<file path="src/rtl/vga_pkg.sv">
// Shared types and constants for the VGA pixel stage.
package vga_pkg;

    localparam int unsigned H_ACTIVE_DEF = 640;
    localparam int unsigned V_ACTIVE_DEF = 480;
    localparam int unsigned SQ_SIZE_DEF  = 32;
    localparam int unsigned SQ_SPEED_DEF = 2;
    localparam int unsigned POS_W        = 10;
    localparam int unsigned RGB_W        = 4;
    localparam int unsigned FRAME_W      = 8;

    typedef struct packed {
        logic [RGB_W-1:0] r;
        logic [RGB_W-1:0] g;
        logic [RGB_W-1:0] b;
    } rgb444_t;

    typedef enum logic [1:0] {
        PAT_BARS     = 2'd0,
        PAT_CHECKER  = 2'd1,
        PAT_GRADIENT = 2'd2,
        PAT_SQUARE   = 2'd3
    } pattern_mode_e;

    localparam rgb444_t RGB_WHITE = rgb444_t'(12'hFFF);
    localparam rgb444_t RGB_BLACK = rgb444_t'(12'h000);
    localparam rgb444_t SQ_FG     = rgb444_t'(12'hF80);
    localparam rgb444_t SQ_BG     = rgb444_t'(12'h004);

    localparam rgb444_t BAR_COLOURS [8] = '{
        rgb444_t'(12'hFFF), rgb444_t'(12'hFF0), rgb444_t'(12'h0FF), rgb444_t'(12'h0F0),
        rgb444_t'(12'hF0F), rgb444_t'(12'hF00), rgb444_t'(12'h00F), rgb444_t'(12'h000)
    };

    // One bounce step for a single axis; returns {dir_up, pos}.
    function automatic logic [POS_W:0] bounce_step(
        input logic [POS_W-1:0] pos,
        input logic             dir_up,
        input logic [POS_W-1:0] limit,
        input logic [POS_W-1:0] speed
    );
        logic [POS_W:0] res;
        if (dir_up) begin
            if (pos + speed >= limit) res = {1'b0, limit};
            else                      res = {1'b1, pos + speed};
        end else begin
            if (pos <= speed) res = {1'b1, POS_W'(0)};
            else              res = {1'b0, pos - speed};
        end
        return res;
    endfunction

endpackage

</file>
<file path="src/rtl/vga_square_mover.sv">
// Bouncing-square position/direction state, advanced once per frame tick.
module vga_square_mover
    import vga_pkg::*;
#(
    parameter int unsigned LIMIT_X  = H_ACTIVE_DEF - SQ_SIZE_DEF,
    parameter int unsigned LIMIT_Y  = V_ACTIVE_DEF - SQ_SIZE_DEF,
    parameter int unsigned SQ_SPEED = SQ_SPEED_DEF
)(
    input  logic             clk,
    input  logic             rst_n,
    input  logic             frame_tick,
    output logic [POS_W-1:0] pos_x,
    output logic [POS_W-1:0] pos_y
);

    logic           dir_x;
    logic           dir_y;
    logic [POS_W:0] step_x;
    logic [POS_W:0] step_y;

    assign step_x = bounce_step(pos_x, dir_x, POS_W'(LIMIT_X), POS_W'(SQ_SPEED));
    assign step_y = bounce_step(pos_y, dir_y, POS_W'(LIMIT_Y), POS_W'(SQ_SPEED));

    always_ff @(posedge clk or negedge rst_n) begin
        if (!rst_n) begin
            pos_x <= '0;
            pos_y <= '0;
            dir_x <= 1'b1;
            dir_y <= 1'b1;
        end else if (frame_tick) begin
            {dir_x, pos_x} <= step_x;
            {dir_y, pos_y} <= step_y;
        end
    end

endmodule

</file>
<file path="src/rtl/vga_pattern_gen.sv">
// Two-stage RGB444 test-pattern pipeline behind core_480 with re-timed syncs/DE.
// Optional monitor-alignment border enabled by defining VGA_PATTERN_BORDER_EN.
module vga_pattern_gen
    import vga_pkg::*;
#(
    parameter int unsigned H_ACTIVE  = H_ACTIVE_DEF,
    parameter int unsigned V_ACTIVE  = V_ACTIVE_DEF,
    parameter int unsigned SQ_SIZE   = SQ_SIZE_DEF,
    parameter int unsigned SQ_SPEED  = SQ_SPEED_DEF,
    parameter logic        SYNC_IDLE = 1'b1
)(
    input  logic               i_VGA_CLOCK,
    input  logic               i_rst_n,
    input  logic               i_de,
    input  logic               i_hsync,
    input  logic               i_vsync,
    input  logic [POS_W-1:0]   i_Sx,
    input  logic [POS_W-1:0]   i_Sy,
    input  logic [1:0]         i_mode,
    output logic [RGB_W-1:0]   o_r,
    output logic [RGB_W-1:0]   o_g,
    output logic [RGB_W-1:0]   o_b,
    output logic               o_de,
    output logic               o_hsync,
    output logic               o_vsync,
    output logic [FRAME_W-1:0] o_frame_cnt
);

    localparam int unsigned BAR_W = H_ACTIVE / 8;

    pattern_mode_e      mode_q;
    logic [FRAME_W-1:0] frame_cnt;
    logic               frame_tick;
    logic [POS_W-1:0]   pos_x;
    logic [POS_W-1:0]   pos_y;
    logic [2:0]         bar_idx;
    logic               in_sq;
    rgb444_t            pat;
    rgb444_t            pix;
    rgb444_t            col1;
    logic               de1;
    logic               hs1;
    logic               vs1;

    // First blanking line start: the single per-frame update point.
    assign frame_tick = (i_Sx == POS_W'(0)) && (i_Sy == POS_W'(V_ACTIVE));

    vga_square_mover #(
        .LIMIT_X  (H_ACTIVE - SQ_SIZE),
        .LIMIT_Y  (V_ACTIVE - SQ_SIZE),
        .SQ_SPEED (SQ_SPEED)
    ) u_mover (
        .clk        (i_VGA_CLOCK),
        .rst_n      (i_rst_n),
        .frame_tick (frame_tick),
        .pos_x      (pos_x),
        .pos_y      (pos_y)
    );

    always_ff @(posedge i_VGA_CLOCK or negedge i_rst_n) begin
        if (!i_rst_n) begin
            mode_q    <= PAT_BARS;
            frame_cnt <= '0;
        end else if (frame_tick) begin
            mode_q    <= pattern_mode_e'(i_mode);
            frame_cnt <= frame_cnt + FRAME_W'(1);
        end
    end

    // Bar index by descending compare chain; last hit is the lowest bar.
    always_comb begin
        bar_idx = 3'd7;
        for (int k = 6; k >= 0; k--) begin
            if (i_Sx < POS_W'(BAR_W * (k + 1))) bar_idx = 3'(k);
        end
    end

    assign in_sq = (i_Sx >= pos_x) && (i_Sx < pos_x + POS_W'(SQ_SIZE)) &&
                   (i_Sy >= pos_y) && (i_Sy < pos_y + POS_W'(SQ_SIZE));

    always_comb begin
        pat = RGB_BLACK;
        case (mode_q)
            PAT_BARS:     pat = BAR_COLOURS[bar_idx];
            PAT_CHECKER:  pat = (i_Sx[5] ^ i_Sy[5]) ? RGB_WHITE : RGB_BLACK;
            PAT_GRADIENT: pat = '{r: i_Sx[9:6], g: i_Sy[8:5], b: frame_cnt[3:0]};
            PAT_SQUARE:   pat = in_sq ? SQ_FG : SQ_BG;
            default:      pat = RGB_BLACK;
        endcase
    end

`ifdef VGA_PATTERN_BORDER_EN
    logic border_hit;
    assign border_hit = (i_Sx == POS_W'(0)) || (i_Sx == POS_W'(H_ACTIVE - 1)) ||
                        (i_Sy == POS_W'(0)) || (i_Sy == POS_W'(V_ACTIVE - 1));
    assign pix = border_hit ? RGB_WHITE : pat;
`else
    assign pix = pat;
`endif

    // Stage 1: pattern colour and delayed control.
    always_ff @(posedge i_VGA_CLOCK or negedge i_rst_n) begin
        if (!i_rst_n) begin
            col1 <= RGB_BLACK;
            de1  <= 1'b0;
            hs1  <= SYNC_IDLE;
            vs1  <= SYNC_IDLE;
        end else begin
            col1 <= pix;
            de1  <= i_de;
            hs1  <= i_hsync;
            vs1  <= i_vsync;
        end
    end

    // Stage 2: blanking and pin drive.
    always_ff @(posedge i_VGA_CLOCK or negedge i_rst_n) begin
        if (!i_rst_n) begin
            o_r         <= '0;
            o_g         <= '0;
            o_b         <= '0;
            o_de        <= 1'b0;
            o_hsync     <= SYNC_IDLE;
            o_vsync     <= SYNC_IDLE;
            o_frame_cnt <= '0;
        end else begin
            o_r         <= de1 ? col1.r : '0;
            o_g         <= de1 ? col1.g : '0;
            o_b         <= de1 ? col1.b : '0;
            o_de        <= de1;
            o_hsync     <= hs1;
            o_vsync     <= vs1;
            o_frame_cnt <= frame_cnt;
        end
    end

endmodule

</file>
<file path="config.mk">
export PLATFORM = sky130hd
export DESIGN_NAME = vga_pattern_gen
export DESIGN_NICKNAME = d
export VERILOG_FILES = /design/src/rtl/vga_pkg.sv /design/src/rtl/vga_square_mover.sv /design/src/rtl/vga_pattern_gen.sv
export SDC_FILE = /design/constraint.sdc
export NUM_CORES = 1
export LEC_CHECK = 0
export CAP_MARGIN = 20
export CORE_ASPECT_RATIO = 1.1
export CORE_MARGIN = 1
export CORE_UTILIZATION = 57
export DETAILED_ROUTE_END_ITERATION = 6
export PLACE_DENSITY = 0.81
export SYNTH_ARGS = -nofsm -noshare
export SYNTH_HDL_FRONTEND = slang
export SYNTH_HIERARCHICAL = 1
export SYNTH_SLANG_ARGS = --single-unit
</file>
<file path="constraint.sdc">
create_clock -name i_VGA_CLOCK -period 3.25 [get_ports i_VGA_CLOCK]
set_input_delay 0.4875 -clock i_VGA_CLOCK [delete_from_list [all_inputs] [get_ports i_VGA_CLOCK]]
set_output_delay 0.4875 -clock i_VGA_CLOCK [all_outputs]
set_load 0.1 [all_outputs]
</file>
==> impl_metrics.tcl, run 1 <==
set metrics [dict create \
    period_share 0.837 \
    finalSetupViolations 0 \
    synth-async-reset-ratio 1.00 \
    clk_pin_slew_ps 100 \
    setup_slack_ps 529 \
    rsz0062_at_grt "no" \
    synth_edf_count 0 \
    grt_max_degree 69 \
    post_cts.repair.setup_buffers 0 \
    critPathMaxFanout 16 \
    pre_cts_ws_ps 234 \
    hp-class "in -> async" \
    dr.pass1.iters 5 \
    cts_tree "done" \
    fin_setup_tns_ps 0 \
    globalRouteTotalUtil 0.279 \
    outcome "finished clean" \
    coreArea_um2 7600 \
    syn_to_final_growth_pct 16.7 \
    slew_headroom 0.346 \
    ys_warn_count 6 \
    fillCellCount 600 \
    worstRegToRegCells 9 \
    finalCoreUtilization 0.697 \
    peakVddDrop_mv 0.207 \
    arrival_ps 3020 \
    cp_cell_sequence "clkdlybuf4s50_1 -> nor4_1 -> nand4_1 -> nor3_2 -> inv_1 -> or3_1 -> a21oi_1 -> a211o_1" \
    numClockSinks 68 \
    antenna_left 0 \
    via_per_inst 6.17 \
    seq_area_frac_synth 0.377 \
    final_net_count 599 \
    diodes 0 \
    antenna_found_initial 0 \
    vias 3969 \
    grt_pass1_wl_um 17700 \
    clock_latency_ps 370 \
    cts_hold_buf 0 \
    drt_iter0_drc 266 \
    worst-path-buf-inv 2 \
    die_h_um 95.6 \
    cts-htree-levels 3 \
    synth_top_area_frac 0.342 \
    root_buffer "clkbuf_8" \
    ys_seq_elements 68 \
    wirelength_um 10800 \
    synth-main-ff-cell "dfrtp_1" \
    die_area_um2 8320 \
    path_class "in -> reg" \
    fmax_mhz 368 \
    io_pins 50 \
    critPathCaptureType "flip-flop" \
    crit_path_start_kind "primary input" \
    syn_inst 491 \
    fp-row-count 33 \
    drive_gt1_frac 0.100 \
    grt_pass1_vias 3707 \
    gp_congestion 0.908 \
    cpPeakStageDelay_ps 460 \
    worstMarginPinSlew_ps 978 \
    die_w_um 87.1 \
    syn_avg_cell_area_um2 9.24 \
    path_delay_family "simple AND/OR/NAND/NOR gates" \
    synth_area_leaders "dfrtp_1 (34%), ha_1 (11%), dfstp_2 (3.5%)" \
    hold_viol 0 \
    clock_path_buffers 2 \
    slew_violations 0 \
    grt_overflow_total 0 \
    cap_violations 0 \
    hpwl_um 7630 \
    yosysTopAreaCell "dfrtp_1" \
    netlist_area_um2 4540 \
    critical_path_depth 8 \
    period_minus_slack_ps 2720 \
    cts_resized 0 \
    cts_inserted_buffers 9 \
    drc 0 \
    power_density_nw_per_um2 344 \
    skew_ps 20.2 \
    p_leak_nw 2.32 \
    start_util 0.597 \
    required_ps 3550 \
    io_buffer_count 49 \
    ys_types 75 \
    post_drt_wl_per_cell_um 16.7 \
    critPathSlowestCell "nor4_1" \
]
==> worst paths after layout <==
path                            slack (ps)          endpoint              from
worst max-delay path                   530  u_mover/pos_y[5]           i_Sx[3]
worst min register to register         360           o_vsync               vs1
max in group asynchronous             2390      frame_cnt[0]           i_rst_n
min in group i_VGA_CLOCK               360           o_vsync               vs1
worst min-delay path                   300           col1[6]           i_rst_n
worst max register to register         550           col1[2]  u_mover/pos_y[7]
==> worst register-to-register path, delay by kind of cell (launching register included) <==
kind	cells	cell delay, ps
AO/OA/AOI/OAI	3	590
flip-flops	1	610
XOR/XNOR	1	160
AND/OR/NAND/NOR	4	920
adder cells (fa/ha/maj)	1	320
==> power by group <==
part | leakage (nW) | switching, mW | internal (mW)
combinational | 1.37 | 0.129 | 0.0774
sequential | 0.856 | 0.00487 | 0.861
clock | 0.0988 | 0.380 | 0.368
total | 2.32 | 0.514 | 1.31
==> cell usage after synthesis, drive strengths merged (6+ instances only) <==
master  number
a21oi       24
xnor2       13
o21ai       30
buf         11
and2        17
ha          39
inv         35
nand4       13
a21o        14
nand2       29
dfstp        6
clkbuf      15
and3         9
nor3        17
nor4         8
nand3       18
dfrtp       62
nor2        33
==> cell usage in the layout (no fill, tap or decap), drive strengths merged, types with 4 or more instances in the layout <==
cell type      instances
xor2                   4
dfrtp                 62
nor3                  17
dfstp                  6
o41ai                  4
nand4                 13
nand2                 29
a21o                  14
inv                   39
nor2                  33
a31oi                  4
o211ai                 4
mux2                   4
nand2b                 5
and2                  17
buf                   10
ha                    39
clkdlybuf4s50         46
a21oi                 24
xnor2                 13
nor2b                  4
a211oi                 5
clkbuf                 9
nor4                   8
a211o                  4
o21ai                 30
and3                   9
nand3                 18
==> cells by family after synthesis <==
logic type      count (synthesis)  synth area share
simple gates                  174             0.217
compound gates                124             0.190
flops                          68             0.377
buf+inv                        61            0.0582
fa+ha+maj                      40             0.110
xor+xnor                       17            0.0328
mux                             6            0.0143
other cells                     1          0.000827
==> routing by layer <==
layer,track usage,vias up,share of wire
li1,-,1860,-
met1,0.351,1916,0.41
met2,0.472,165,0.50
met3,0.0390,28,0.057
met4,0.136,0,0.028
met5,0,-,0
==> registers in the layout (all words and copies together) (netlist names) <==
| name | count |
|---|---|
| hs1 | 1 |
| u_mover/dir_x | 1 |
| mode_q | 2 |
| o_vsync | 1 |
| u_mover/pos_y | 9 |
| o_r | 4 |
| o_g | 4 |
| u_mover/dir_y | 1 |
| o_hsync | 1 |
| u_mover/pos_x | 9 |
| o_frame_cnt | 8 |
| de1 | 1 |
| o_b | 4 |
| col1 | 12 |
| vs1 | 1 |
| o_de | 1 |
| frame_cnt | 8 |
==> final cells by class <==
type	instances	area (µm²)	area share
Tap cell	105	131	0.0248
Clock inverter	7	82.6	0.0156
Inverter	35	131	0.0248
Sequential cell	68	1710	0.323
Clock buffer	9	124	0.0234
Timing Repair Buffer	56	546	0.103
Multi-Input combinational cell	363	2570	0.486
==> metrics by stage <==
step	hold WS (ps)	area, µm²	power [mW]	instances
2_1_floorplan	192	4540	0.997	492
3_3_place_gp	345	5090	1.08	627
3_5_place_dp	347	5090	1.09	627
4_1_cts	339	5300	1.83	643
5_1_grt	362	5300	1.88	643
6_report	301	5300	1.82	643
Power figures use the tool's default switching activity.
==> run 2, diff against run 1 <==
==> constraint.sdc (replaced) <==
create_clock -name i_VGA_CLOCK -period 2.8 [get_ports i_VGA_CLOCK]
set_input_delay 0.42 -clock i_VGA_CLOCK [delete_from_list [all_inputs] [get_ports i_VGA_CLOCK]]
set_output_delay 0.42 -clock i_VGA_CLOCK [all_outputs]
set_load 0.1 [all_outputs]
==> run 2 against run 1 <==
  * Register-to-register slack got worse by 320 ps
  * Sequential cell count did not move
  * Non-clock buffer count rose by 17
  * Wire length up 0.67%
  * Combinational power grew 18%
  * Cell area grew 1.7%
  * Clock skew decreased by 11 ps
  * Via count increased by 0.25%
  * Die area did not move
  * Sequential power is 17% higher
  * Sequential share of layout area fell by 0.53 points
  * Largest power group unchanged
==> impl_metrics.tcl, run 2 (synthesis gave the netlist of run 1 again) <==
set metrics [dict create \
    outcome "finished clean" \
    arrival_ps 2810 \
    globalRouteTotalUtil 0.282 \
    numClockSinks 68 \
    cap_violations 0 \
    clock_latency_ps 360 \
    wirelength_um 10800 \
    required_ps 3050 \
    cts_tree "done" \
    final_net_count 616 \
    met1_usage 0.347 \
    drive_gt1_frac 0.166 \
    grt-busiest-layer "met2" \
    post_cts.repair.setup_buffers 0 \
    vias 3979 \
    hp-class "in -> async" \
    total_power_mw 2.10 \
    start_util 0.597 \
    whs_ps 59.5 \
    final_cell_mix "dfrtp_1 (62), buf_4 (45), ha_1 (39), inv_1 (35), nor2_1 (33)" \
    grt_use_met3 0.0494 \
    p_leak_nw 2.45 \
    final_design_area_no_fill_um2 5380 \
    hold_viol 0 \
    path_common_cell "nand3_1" \
    top_register "col1" \
    skew_ps 8.81 \
    die_area_um2 8320 \
    slew_headroom 0.493 \
    antenna_found_initial 0 \
    hpwl_um 7700 \
    slew_violations 0 \
    peakVddDrop_mv 0.277 \
    fillCellCount 608 \
    rsz0062_at_grt "no" \
    drc 0 \
    post_drt_wl_per_cell_um 16.4 \
    fp-row-count 33 \
    largest_reg_flops 12 \
    cts-htree-levels 3 \
    critPathMaxFanout 9 \
    die_h_um 95.6 \
    grt_max_degree 69 \
    path_class "reg -> reg" \
    critPathCaptureType "flip-flop" \
    dr.pass1.iters 5 \
    period_share 0.916 \
    period_minus_slack_ps 2570 \
    reg_top3 "col1: 12 flops, u_mover/pos_x: 9 flops, u_mover/pos_y: 9 flops" \
    io_buffer_count 49 \
    grt_pass1_wl_um 17900 \
    path_delay_family "simple AND/OR/NAND/NOR gates" \
    fin_setup_tns_ps 0 \
    power_density_nw_per_um2 390 \
    cpPeakStageDelay_ps 590 \
    via_per_inst 6.03 \
    fmax_mhz 390 \
    postPlaceCellArea_um2 5180 \
    grtUsageMet2 0.474 \
    grt_pass1_vias 3844 \
    crit_path_start_kind "flip-flop" \
    drt_iter0_drc 141 \
    grt_overflow_total 0 \
    finalSetupViolations 0 \
    worst-path-buf-inv 0 \
    diodes 0 \
    gp_congestion 0.944 \
    antenna_left 0 \
    clk_pin_slew_ps 90 \
    cts_resized 0 \
    io_pins 50 \
    layout_commonest_cell "dfrtp_1" \
    coreArea_um2 7600 \
    cts_hold_buf 0 \
    clock_path_buffers 2 \
    cts_inserted_buffers 9 \
    cp_cell_sequence "nand3_1 -> xnor2_1 -> ha_1 -> a211oi_1 -> nand2_1 -> a21oi_1 -> nand3_1 -> or4_4 -> a21o_1" \
    syn_to_final_growth_pct 18.7 \
    root_buffer "clkbuf_8" \
    critPathSlowestCell "or4_4" \
    worstMarginPinSlew_ps 759 \
    die_w_um 87.1 \
]
==> run 2: cell count changes in the layout (fill, tap and decap cells not counted), sizes merged <==
| cell | delta |
|---|---|
| buf | +38 |
| clkdlybuf4s50 | -21 |
| clkinv | +2 |
| inv | -1 |
| clkinvlp | -1 |
==> run 2: path summary, 6_finish.rpt <==
check                                      start               end  slack [ps]  cells after the start
worst max register to register  u_mover/pos_y[8]           col1[2]         230                      9
min in group i_VGA_CLOCK                     hs1           o_hsync         360                      0
worst max-delay path            u_mover/pos_y[8]           col1[2]         230                      9
max in group asynchronous                i_rst_n               vs1        2390                      2
worst min register to register               hs1           o_hsync         360                      0
worst min-delay path                     i_rst_n  u_mover/pos_x[8]          60                      2
==> run 2: area by class of cell <==
type	count	area, µm²	share of cell area
multi-input combinational	363	2570	0.478
sequential	68	1710	0.317
timing repair buffer	73	633	0.118
inverter	35	131	0.0244
tap	105	131	0.0244
clock buffer	9	124	0.0230
clock inverter	7	83.8	0.0156
==> run 2: through the flow <==
step,util,worst slack [ps],cells
2_1_floorplan,-,371,492
3_3_place_gp,0.681,124,644
3_5_place_dp,0.681,57.9,644
4_1_cts,0.709,234,660
5_1_grt,0.709,32.4,660
6_report,0.709,234,660
==> run 2: power by group <==
group | internal [mW] | switching, mW | leakage (nW)
combinational | 0.0928 | 0.151 | 1.50
clock | 0.426 | 0.423 | 0.102
sequential | 1.00 | 0.00609 | 0.856
==> run 2: layer usage <==
metal,up-vias,share of wire
met5,-,0
met4,0,0.023
met3,24,0.052
met2,140,0.50
met1,1910,0.43
li1,1905,-
